<file path="config.mk">
export PLATFORM = sky130hd
export DESIGN_NAME = inference_scheduler
export DESIGN_NICKNAME = d
export VERILOG_FILES = /design/src/rtl/snn_pkg.sv /design/src/rtl/result_fifo.sv /design/src/rtl/inference_scheduler.sv
export SDC_FILE = /design/constraint.sdc
export NUM_CORES = 1
export LEC_CHECK = 0
export ABC_CLOCK_PERIOD_IN_PS = 5570
export CELL_PAD_IN_SITES_DETAIL_PLACEMENT = 1
export CELL_PAD_IN_SITES_GLOBAL_PLACEMENT = 1
export CORE_MARGIN = 2
export CORE_UTILIZATION = 40
export DETAILED_ROUTE_END_ITERATION = 7
export PLACE_DENSITY_LB_ADDON = 0.1
export SYNTH_ARGS = -nofsm -noshare
export SYNTH_HDL_FRONTEND = slang
export SYNTH_SLANG_ARGS = --single-unit
</file>
<file path="constraint.sdc">
create_clock -name CLK -period 5.57 [get_ports CLK]
set_clock_uncertainty 0.2 [all_clocks]
set_input_delay 1.671 -clock CLK [delete_from_list [all_inputs] [get_ports CLK]]
set_output_delay 1.671 -clock CLK [all_outputs]
set_load 0.005 [all_outputs]
</file>
<file path="src/rtl/snn_pkg.sv">
// Shared types and constants for the SNN classification-path control blocks.
package snn_pkg;

    // Batch sequencer states.
    typedef enum logic [2:0] {
        S_IDLE,
        S_LAUNCH,
        S_SETTLE,
        S_WAIT_RDY,
        S_PUSH,
        S_FINISH
    } sched_state_t;

    // Default accelerator widths: 8-bit digit, 16-bit image index.
    localparam int SNN_DIGIT_W = 8;
    localparam int SNN_IDX_W   = 16;

    // One classification result at the default widths, packed MSB first as
    // {timeout, idx, digit}. The scheduler packs its FIFO entries the same way.
    typedef struct packed {
        logic                   timeout;
        logic [SNN_IDX_W-1:0]   idx;
        logic [SNN_DIGIT_W-1:0] digit;
    } sched_result_t;

    // Digit reported for an image that timed out; sliced to the digit width.
    localparam logic [63:0] DIGIT_TIMEOUT = '1;

endpackage

</file>
<file path="src/rtl/result_fifo.sv">
// First-word fall-through result FIFO with registered pointers and occupancy.
module result_fifo #(
    parameter int WIDTH = 8,
    parameter int DEPTH = 4
) (
    input  logic                   clk,
    input  logic                   rst,
    input  logic                   push,
    input  logic [WIDTH-1:0]       data_in,
    input  logic                   pop,
    output logic [WIDTH-1:0]       data_out,
    output logic                   empty,
    output logic                   full,
    output logic [$clog2(DEPTH):0] count
);

    localparam int PTR_W = (DEPTH > 1) ? $clog2(DEPTH) : 1;
    localparam int CNT_W = $clog2(DEPTH) + 1;

    logic [WIDTH-1:0] mem [DEPTH];
    logic [PTR_W-1:0] wr_ptr;
    logic [PTR_W-1:0] rd_ptr;
    logic             do_push;
    logic             do_pop;

    function automatic logic [PTR_W-1:0] next_ptr(input logic [PTR_W-1:0] p);
        return (p == PTR_W'(DEPTH - 1)) ? '0 : p + 1'b1;
    endfunction

    assign empty   = (count == '0);
    assign full    = (count == CNT_W'(DEPTH));
    assign do_push = push && !full;
    assign do_pop  = pop && !empty;

    // Head entry is presented directly; forced to zero while empty.
    assign data_out = empty ? '0 : mem[rd_ptr];

    // Storage write; contents need no reset because occupancy gates the read.
    always_ff @(posedge clk) begin
        if (do_push) begin
            mem[wr_ptr] <= data_in;
        end
    end

    // Pointer and occupancy tracking.
    always_ff @(posedge clk) begin
        if (rst) begin
            wr_ptr <= '0;
            rd_ptr <= '0;
            count  <= '0;
        end else begin
            if (do_push) begin
                wr_ptr <= next_ptr(wr_ptr);
            end
            if (do_pop) begin
                rd_ptr <= next_ptr(rd_ptr);
            end
            case ({do_push, do_pop})
                2'b10:   count <= count + 1'b1;
                2'b01:   count <= count - 1'b1;
                default: count <= count;
            endcase
        end
    end

endmodule

</file>
<file path="src/rtl/inference_scheduler.sv">
// Batch sequencer: launches each image, waits for the decoder or a timeout,
// and queues {timeout, index, digit} results for the host.
module inference_scheduler
    import snn_pkg::*;
#(
    parameter int M       = 8,
    parameter int IDX_W   = 16,
    parameter int TIMEOUT = 4096,
    parameter int DEPTH   = 4
) (
    input  logic             CLK,
    input  logic             RST,
    input  logic             START,
    input  logic [IDX_W-1:0] NUM_IMAGES,
    output logic             BUSY,
    output logic             DONE,
    output logic             NEW_IMAGE,
    output logic [IDX_W-1:0] IMAGE_IDX,
    input  logic             DECODER_RDY,
    input  logic [M-1:0]     INFERED_DIGIT,
    output logic             RES_VALID,
    input  logic             RES_READY,
    output logic [M-1:0]     RES_DIGIT,
    output logic [IDX_W-1:0] RES_IDX,
    output logic             RES_TIMEOUT,
    output logic [IDX_W-1:0] TIMEOUT_CNT
);

    localparam int TMR_W = $clog2(TIMEOUT);
    localparam int CNT_W = $clog2(DEPTH) + 1;

    // Same field order as sched_result_t, at this instance's widths.
    typedef struct packed {
        logic             timeout;
        logic [IDX_W-1:0] idx;
        logic [M-1:0]     digit;
    } result_t;

    localparam int RES_W = $bits(result_t);

    sched_state_t     state;
    logic             busy;
    logic             done;
    logic             new_image;
    logic [IDX_W-1:0] image_idx;
    logic [IDX_W-1:0] num_images_q;
    logic [IDX_W-1:0] timeout_cnt;
    logic [TMR_W-1:0] timer;
    logic [M-1:0]     digit_q;
    logic             flag_q;

    logic             fifo_push;
    logic             fifo_pop;
    logic             fifo_empty;
    logic             fifo_full;
    logic [CNT_W-1:0] fifo_count_unused;
    logic [RES_W-1:0] head_bits;
    result_t          push_entry;
    result_t          head_entry;

    assign push_entry = {flag_q, image_idx, digit_q};
    assign head_entry = head_bits;

    // The full flag comes from registered occupancy, so a pop in the same
    // cycle never lets a stalled PUSH write early.
    assign fifo_push = (state == S_PUSH) && !fifo_full;
    assign fifo_pop  = RES_VALID && RES_READY;

    result_fifo #(
        .WIDTH (RES_W),
        .DEPTH (DEPTH)
    ) u_result_fifo (
        .clk      (CLK),
        .rst      (RST),
        .push     (fifo_push),
        .data_in  (push_entry),
        .pop      (fifo_pop),
        .data_out (head_bits),
        .empty    (fifo_empty),
        .full     (fifo_full),
        .count    (fifo_count_unused)
    );

    assign BUSY        = busy;
    assign DONE        = done;
    assign NEW_IMAGE   = new_image;
    assign IMAGE_IDX   = image_idx;
    assign TIMEOUT_CNT = timeout_cnt;
    assign RES_VALID   = !fifo_empty;
    assign RES_DIGIT   = head_entry.digit;
    assign RES_IDX     = head_entry.idx;
    assign RES_TIMEOUT = head_entry.timeout;

    // Sequencer FSM; BUSY/DONE/NEW_IMAGE are registered alongside the state
    // transition so they track the state register with no input path.
    always_ff @(posedge CLK) begin
        if (RST) begin
            state        <= S_IDLE;
            busy         <= 1'b0;
            done         <= 1'b0;
            new_image    <= 1'b0;
            image_idx    <= '0;
            num_images_q <= '0;
            timeout_cnt  <= '0;
            timer        <= '0;
            digit_q      <= '0;
            flag_q       <= 1'b0;
        end else begin
            done      <= 1'b0;
            new_image <= 1'b0;
            case (state)
                S_IDLE: begin
                    if (START) begin
                        busy        <= 1'b1;
                        timeout_cnt <= '0;
                        if (NUM_IMAGES != '0) begin
                            num_images_q <= NUM_IMAGES;
                            image_idx    <= '0;
                            new_image    <= 1'b1;
                            state        <= S_LAUNCH;
                        end else begin
                            done  <= 1'b1;
                            state <= S_FINISH;
                        end
                    end
                end
                S_LAUNCH: begin
                    state <= S_SETTLE;
                end
                S_SETTLE: begin
                    timer <= '0;
                    state <= S_WAIT_RDY;
                end
                S_WAIT_RDY: begin
                    timer <= timer + 1'b1;
                    if (DECODER_RDY) begin
                        digit_q <= INFERED_DIGIT;
                        flag_q  <= 1'b0;
                        state   <= S_PUSH;
                    end else if (timer == TMR_W'(TIMEOUT - 1)) begin
                        digit_q <= DIGIT_TIMEOUT[M-1:0];
                        flag_q  <= 1'b1;
                        state   <= S_PUSH;
                    end
                end
                S_PUSH: begin
                    if (!fifo_full) begin
                        if (flag_q && (timeout_cnt != '1)) begin
                            timeout_cnt <= timeout_cnt + 1'b1;
                        end
                        if (image_idx == num_images_q - 1'b1) begin
                            done  <= 1'b1;
                            state <= S_FINISH;
                        end else begin
                            image_idx <= image_idx + 1'b1;
                            new_image <= 1'b1;
                            state     <= S_LAUNCH;
                        end
                    end
                end
                S_FINISH: begin
                    busy  <= 1'b0;
                    state <= S_IDLE;
                end
                default: begin
                    busy  <= 1'b0;
                    state <= S_IDLE;
                end
            endcase
        end
    end

endmodule

</file>
==> run summary <==
The type of the tightest min-delay check is flip-flop to flip-flop. The wire length of the first global-routing pass is 30700 µm. The die covers 21500 µm². The internal power of the cells totals 2.20 mW. The worst-case setup slack after placement is 0.975 ns. The worst register-to-register path has a depth of 9. The post-route netlist has 10.1% of its cells at a drive strength greater than 1. Across all hold checks on the routed design, the worst slack comes to 0.296 ns. The per-cell routed wire length came out at 18.1 µm. For this design, the CTS-stage hold fixing added 0 buffers.

The cell count after synthesis came out at 687. Buffers placed on the I/O ports in this run total 89. The number of global-route vias before repair was 5781. Measured along the y axis, the die boundary spans 147 µm. The buffers plus inverters on the worst setup path came out at 1. After the first detailed-routing iteration, the DRC count stood at 232. The max-cap check violation count came out at 0. STA classifies the critical path startpoint as a flip-flop.

Among all stages on the critical path, the largest delay is contributed by sky130_fd_sc_hd__dfxtp_2. The area taken by multi-input logic gates is 3260 µm². The total DRC errors in the routed layout came out at 0. The number of distinct library cells after synthesis came out at 59. The leakage power of the design came out at 3.45 nW. Setup repair after global routing left no endpoint under its margin. The flow ran to the end, and the final reports show no timing, DRC or antenna violations. The total wirelength of the detailed-routed design came out at 19000 µm. Summing over every cut layer, the via total after detailed routing is 5570.

The deepest level of the CTS H-tree is 4. Synthesis produced a netlist with a net count of 727. The relative contribution of sequential cells to total power came out at 50.2%.

The cell count along the critical path is 3. The number of cell rows came out at 52. Across every metal layer, demand over resource in global routing totals 18.1%. The slew at the pin with the worst max-slew slack is 1.09 ns.

The worst setup margin is 1.05 ns. The average cell area after synthesis is 11.8 µm². The number of hold violations in the final report is 0. Gates resized during post-CTS repair numbered 0. The minimum clock period came out at 4.52 ns. The maximum number of pins on one net before global-route repair came out at 38. The worst setup path is captured at a primary output. The maximum single-stage delay on the critical path came out at 0.96 ns. For this configuration, the core starts out at a cell density of 40.4%. The maximum count of clock buffers along a single path came out at 2. The gate family responsible for the most delay along the worst path is flip-flops. After detailed routing, the number of vias per cell comes to 5.30. The clock latency of the later-clocked register in the worst-skew pair came out at 0.43 ns. The root buffer cell chosen for the clock tree is sky130_fd_sc_hd__clkbuf_16.

Among all flip-flop cells after synthesis, the most frequent one is sky130_fd_sc_hd__edfxtp_1. The count of yosys warnings during synthesis came out at 0. The worst setup path is of the flip-flop to primary output kind. For this run, the register share of the synthesized area comes to 57.6%. Leaving out fill and tap cells, the most frequent cells in the layout are 100 x sky130_fd_sc_hd__edfxtp_1, 92 x sky130_fd_sc_hd__nor2_1, 88 x sky130_fd_sc_hd__clkdlybuf4s50_1, 83 x sky130_fd_sc_hd__dfxtp_1, 43 x sky130_fd_sc_hd__nand2_1.

The number of instances on the worst hold path is 2. The total congestion overflow came out at 0. Headroom to the max-slew limit came out at 27.5%.

The number of search-and-repair iterations in the first detailed-routing pass came out at 4. The switching portion of total power is 25.1%. The number of synthesized flops with an enable pin is 100.

The half-perimeter wire length of the detailed placement result is 12600 µm. The combinational share of power is 8.5%. The cell area that synthesis handed to floorplanning was 8130 µm². The part of the total power dissipated in the clock network came out at 41.3%. The standard cell core area is 20100 µm². The largest vdd supply drop came out at 0.228 mV. The number of buffers inserted by post-CTS setup repair came out at 0. The clock sink count came out at 184. Leaving out fill and tap cells, the most frequent cell in the layout is sky130_fd_sc_hd__edfxtp_1.

The total number of nets in the final design came out at 808. The area used by sequential logic in the layout is 4690 µm². The TritonCTS clock tree is yes.

From left edge to right edge, the die measures 147 µm. The count of final max-slew check failures came out at 0. The switching component of the power came out at 0.739 mW. The initial antenna violation count is 0. The clock buffer count from CTS is 17.

Cells fill 49.0% of the core in the end. 0 antenna diodes ended up in the layout. For the worst setup path, the data required time is 3.70 ns. The proportion of register bits with asynchronous set or reset after synthesis came out at 0%.

Fill cells in the final layout number 2091. The routability-driven placement congestion ratio came out at 0.774. Once detail routing completed, the nets flagged for antenna violations numbered 0.

The count of pins on the block boundary came out at 90. The setup violation total in the final timing report is 0. The power per unit of standard cell area is 298 nW/µm².

Traced cell by cell, the critical path runs through mux4_2 -> and2_1 -> clkdlybuf4s50_1. Synthesis inferred 184 register bits. The relative area change from synthesis to final layout came out at 21.3%. The final total negative setup slack came out at 0 ns. The clock input transition at the sequential cells of the worst setup and hold paths came out at 0.07 ns. Along the worst path, the maximum fanout reaches 25. The worst endpoint data arrival time is 2.65 ns.

The post-route fraction of the period consumed by the critical path is 81.2%. The total power after layout came out at 2.94 mW. The maximum clock frequency came out at 221 MHz.
[layout make-up]
| class | instances | share of cell area, % |
|---|---|---|
| repair buffers | 96 | 9.52 |
| well taps | 270 | 3.43 |
| clock buffers | 18 | 4.45 |
| inverters | 13 | 0.495 |
| clock inverters | 14 | 1.51 |
| flip-flops and latches | 184 | 47.5 |
| multi-input cells | 456 | 33.1 |
[path summary, 6_finish.rpt]
kind	start	endpoint	slack [ns]
max reg2reg	num_images_q[0]	IMAGE_IDX[14]	2.33
min reg2reg	timer[1]	timer[1]	0.30
min	timer[1]	timer[1]	0.30
max	flip-flop	RES_IDX[5]	1.05
[per-stage QoR]
| step | cell area [µm²] | std cells |
|---|---|---|
| after detailed placement | 9270 | 1019 |
| final | 9860 | 1051 |
| after global routing | 9860 | 1051 |
| after global placement | 9270 | 1019 |
| after CTS | 9860 | 1051 |
| after floorplan | 8130 | 687 |
[power by group through the flow]
stage | combinational [mW] | sequential [mW] | clock, mW
floorplan | 0.182 | 1.49 | 0
global placement | 0.241 | 1.50 | 0
detailed placement | 0.251 | 1.51 | 0
CTS | 0.252 | 1.48 | 1.25
global route | 0.275 | 1.48 | 1.30
finish | 0.250 | 1.48 | 1.21
[cell families after synthesis]
kind of cell               Yosys count  share of synthesized area, %
buffers and inverters               47                          2.28
AOI/OAI and AO/OA                   78                          6.79
adders and majority gates           11                          1.78
xor gates and xnor gates            37                          3.99
muxes                               53                          10.4
DFF                                184                          57.6
and+or+nand+nor                    277                          17.2
[cell usage after synthesis (all sizes together), types with 5 or more instances]
| cell type | count | area share (%) |
|---|---|---|
| and2 | 31 | 2.4 |
| xor2 | 20 | 2.2 |
| nand2b | 11 | 0.85 |
| mux2i | 28 | 3.4 |
| mux4 | 25 | 6.9 |
| o21ai | 10 | 0.62 |
| nor4 | 13 | 1.2 |
| a22oi | 9 | 0.83 |
| xnor2 | 17 | 1.8 |
| or3 | 7 | 0.60 |
| nand2 | 44 | 2.1 |
| ha | 10 | 1.5 |
| nor3 | 23 | 1.5 |
| nand4 | 12 | 0.92 |
| inv | 12 | 0.55 |
| nor2 | 92 | 4.2 |
| and3 | 17 | 1.3 |
| and4 | 5 | 0.54 |
| edfxtp | 100 | 37 |
| a21oi | 23 | 1.5 |
| dfxtp | 84 | 21 |
| nand3 | 16 | 0.98 |
| a211oi | 5 | 0.52 |
| clkbuf | 27 | 1.2 |
| buf | 7 | 0.43 |
[state kept, by name, summed over array words and instances (netlist names), named ones only]
| signal | count |
|---|---|
| u_result_fifo.count | 3 |
| digit_q | 8 |
| BUSY | 1 |
| u_result_fifo.mem | 100 |
| state | 3 |
| NEW_IMAGE | 1 |
| TIMEOUT_CNT | 16 |
| u_result_fifo.wr_ptr | 2 |
| u_result_fifo.rd_ptr | 2 |
| num_images_q | 16 |
| DONE | 1 |
| timer | 12 |
| flag_q | 1 |
| IMAGE_IDX | 16 |
[per-layer routing]
layer | vias to the layer above | global-route usage [%] | routed length (µm)
met5 | - | 0 | 0
met4 | 0 | 5.63 | 225
met3 | 18 | 3.84 | 745
met2 | 121 | 29.9 | 9000
met1 | 2748 | 24.1 | 9080
li1 | 2683 | - | -
[worst min-delay path: cells and delay by family, from the launching register on]
kind,cells,cell delay [ns]
AOI/OAI and AO/OA,1,0.05
DFF,1,0.34
and+or+nand+nor,1,0.06
Note: power is estimated with default switching activity, not from simulation.
==> patch, RTL diff (same settings) <==
Re-encode `sched_state_t` (6 states) as one-hot, 6 bits wide.
--- a/src/rtl/snn_pkg.sv
+++ b/src/rtl/snn_pkg.sv
@@ -3,11 +3,11 @@
 
     // Batch sequencer states.
-    typedef enum logic [2:0] {
-        S_IDLE,
-        S_LAUNCH,
-        S_SETTLE,
-        S_WAIT_RDY,
-        S_PUSH,
-        S_FINISH
+    typedef enum logic [5:0] {
+        S_IDLE     = 6'b000001,
+        S_LAUNCH   = 6'b000010,
+        S_SETTLE   = 6'b000100,
+        S_WAIT_RDY = 6'b001000,
+        S_PUSH     = 6'b010000,
+        S_FINISH   = 6'b100000
     } sched_state_t;
 
Check against the original RTL: no difference found for any inputs over 10 cycles, from zero or initial values and one cycle with RST high; not proved beyond that.
==> patch against the unedited design <==
- worst setup slack improved by 9.1 ps
- count of clock-buffer cells in the layout shrank 1
- register-to-register slack lost 560 ps
- synthesized area is 2.2% higher
- die area grew 2.1%
- sequential cell count increased by 3
- routed wire length increased by 6.6%
- final area increased by 2.3%
- critical path type unchanged
- critical endpoint is now RES_IDX[1]
- largest cell class unchanged
Power is not compared: it rests on default switching activity, and its combinational part moved more than twofold at a synthesized area within 25%.
==> patch: results (changes against the unedited design) <==
metric;value;unit;change
Num CTS Buffers;17;;unchanged
Layout fillers;2156;;+3.1%
Async S/R FF share, synth;0;;unchanged
Synth Area in Compound Gates;0.06025;;-0.007607
slew of the pin with the lowest slew margin;1086;ps;-0.9954 ps
synth top area cells;edfxtp_1, dfxtp_1, mux4_2;;
# resized after CTS;0;;unchanged
1st-pass router iterations;4;;unchanged
sequential area share after synthesis;0.5712;;-0.004918
DP Area;9462;sq um;+2.0%
kind of critical path;flop to output pin;;
Post-Syn Instances;705;;+2.6%
Hold Path Class;flop to flop;;
Top reg by flops;u_result_fifo.mem;;
Synth Area in XOR/XNOR;0.03479;;-0.005058
H-tree levels;4;;unchanged
max reg flops;100;;unchanged
first-pass GRT wire length;33.49;mm;+9.3%
GP Congestion;0.8164;;+5.5%
count of distinct cell types in the synthesized netlist;60;;+1.7%
setup repair bufs after CTS;0;;unchanged
Tot GR Track Use;0.1947;;+0.01332
outcome;complete, no violations;;
largest net degree at the start of global routing;42;;+11%
YS warnings;0;;unchanged
Iter 0 DRT Violations;312;;+34%
layout cells sized above 1;0.1108;;+0.009682
hold_sp;timer[3];;
Synth Net Count;745;;+2.5%
number of remaining DRC errors;0;;unchanged
clock root cell;clkbuf_16;;
switching part of the total;0.2882;;
Pleak;0.003573;uW;
worst path arrival time;2640;ps;about the same
IO buf count;89;;unchanged
non-filler cells, final;1073;;+2.1%
Layout Nets;830;;+2.7%
clk_lat worst skew;440;ps;
EDFF count, synth;100;;unchanged
crit-path max FO;25;;unchanged
Max Buffers Root-to-Sink;2;;unchanged
crit-path max cell delay;950;ps;
post-synthesis mux area share;0.1024;;-0.001283
number of global-route vias before repair;6312;;+9.2%
cell count after placement;1041;;+2.2%
initial antenna violation count;0;;unchanged
post-detail-place hpwl;13.93;mm;+11%
adder-cell share of the synthesized area;0.01747;;-0.0003764
Commonest cells post-synth;edfxtp_1, dfxtp_1, nor2_1, nand2_1, a21oi_1;;
final hold vios;0;;unchanged
drt total wl;20.30;mm;+6.6%
vias per cell;5.433;;+2.5%
predominant post-synthesis flop cell;edfxtp_1;;
[patch: changes by cell type after synthesis, sizes merged, moves of 7 or more]
| cell | change |
|---|---|
| or4 | +14 |
| nor2 | -13 |
| xnor2 | -10 |
| nand3 | +8 |
| a21oi | +7 |
| a22oi | -7 |
[patch: power groups by stage]
stage	clock, uW	combinational, uW	sequential, uW
2_1_floorplan	0	464	1560
3_3_place_gp	0	581	1590
3_5_place_dp	0	597	1590
4_1_cts	1300	600	1560
5_1_grt	1350	663	1570
6_report	1270	595	1560
[patch: critical path: cells and delay by family, from the launching register on]
family / cells / cell delay (ps)
DFF: 1 / 950
muxes: 1 / 600
buffers and inverters: 1 / 460
and+or+nand+nor: 1 / 190
[patch: through the flow]
| step | hold WS [ps] | utilization | setup slack, ps |
|---|---|---|---|
| after CTS | 294.5 | 0.4969 | 948.0 |
| after floorplan | 244.0 | - | 1795 |
| final | 295.4 | 0.4969 | 1058 |
| after detailed placement | 282.2 | 0.4661 | 1047 |
| after global placement | 258.5 | 0.4661 | 1106 |
| after global routing | 321.7 | 0.4969 | 847.1 |
[patch: worst paths after layout]
kind | to | slack (ps) | depth (start not counted)
min reg2reg | timer[3] | 300 | 2
max | RES_IDX[1] | 1060 | 3
max reg2reg | IMAGE_IDX[13] | 1770 | 9
min | timer[3] | 300 | 2
[patch: kinds of logic (layout without fill, tap and decap cells)]
family,after synthesis,count (layout)
flops,187,187
mux,53,53
compound gates,77,77
simple gates,295,295
xor+xnor,33,33
fa+ha+maj,11,11
buf+inv,49,147
[patch: layout make-up]
class / count / area share
Sequential cell: 187 / 0.4705
Multi-Input combinational cell: 469 / 0.3335
Timing Repair Buffer: 97 / 0.09377
Clock buffer: 17 / 0.04217
Tap cell: 270 / 0.03349
Clock inverter: 15 / 0.01985
Inverter: 18 / 0.006698
[patch: routing by layer]
| layer | routed length, um | track usage |
|---|---|---|
| met1 | 9138 | 0.2498 |
| met2 | 10220 | 0.3354 |
| met3 | 753 | 0.03957 |
| met4 | 185 | 0.05619 |
| met5 | 0 | 0 |
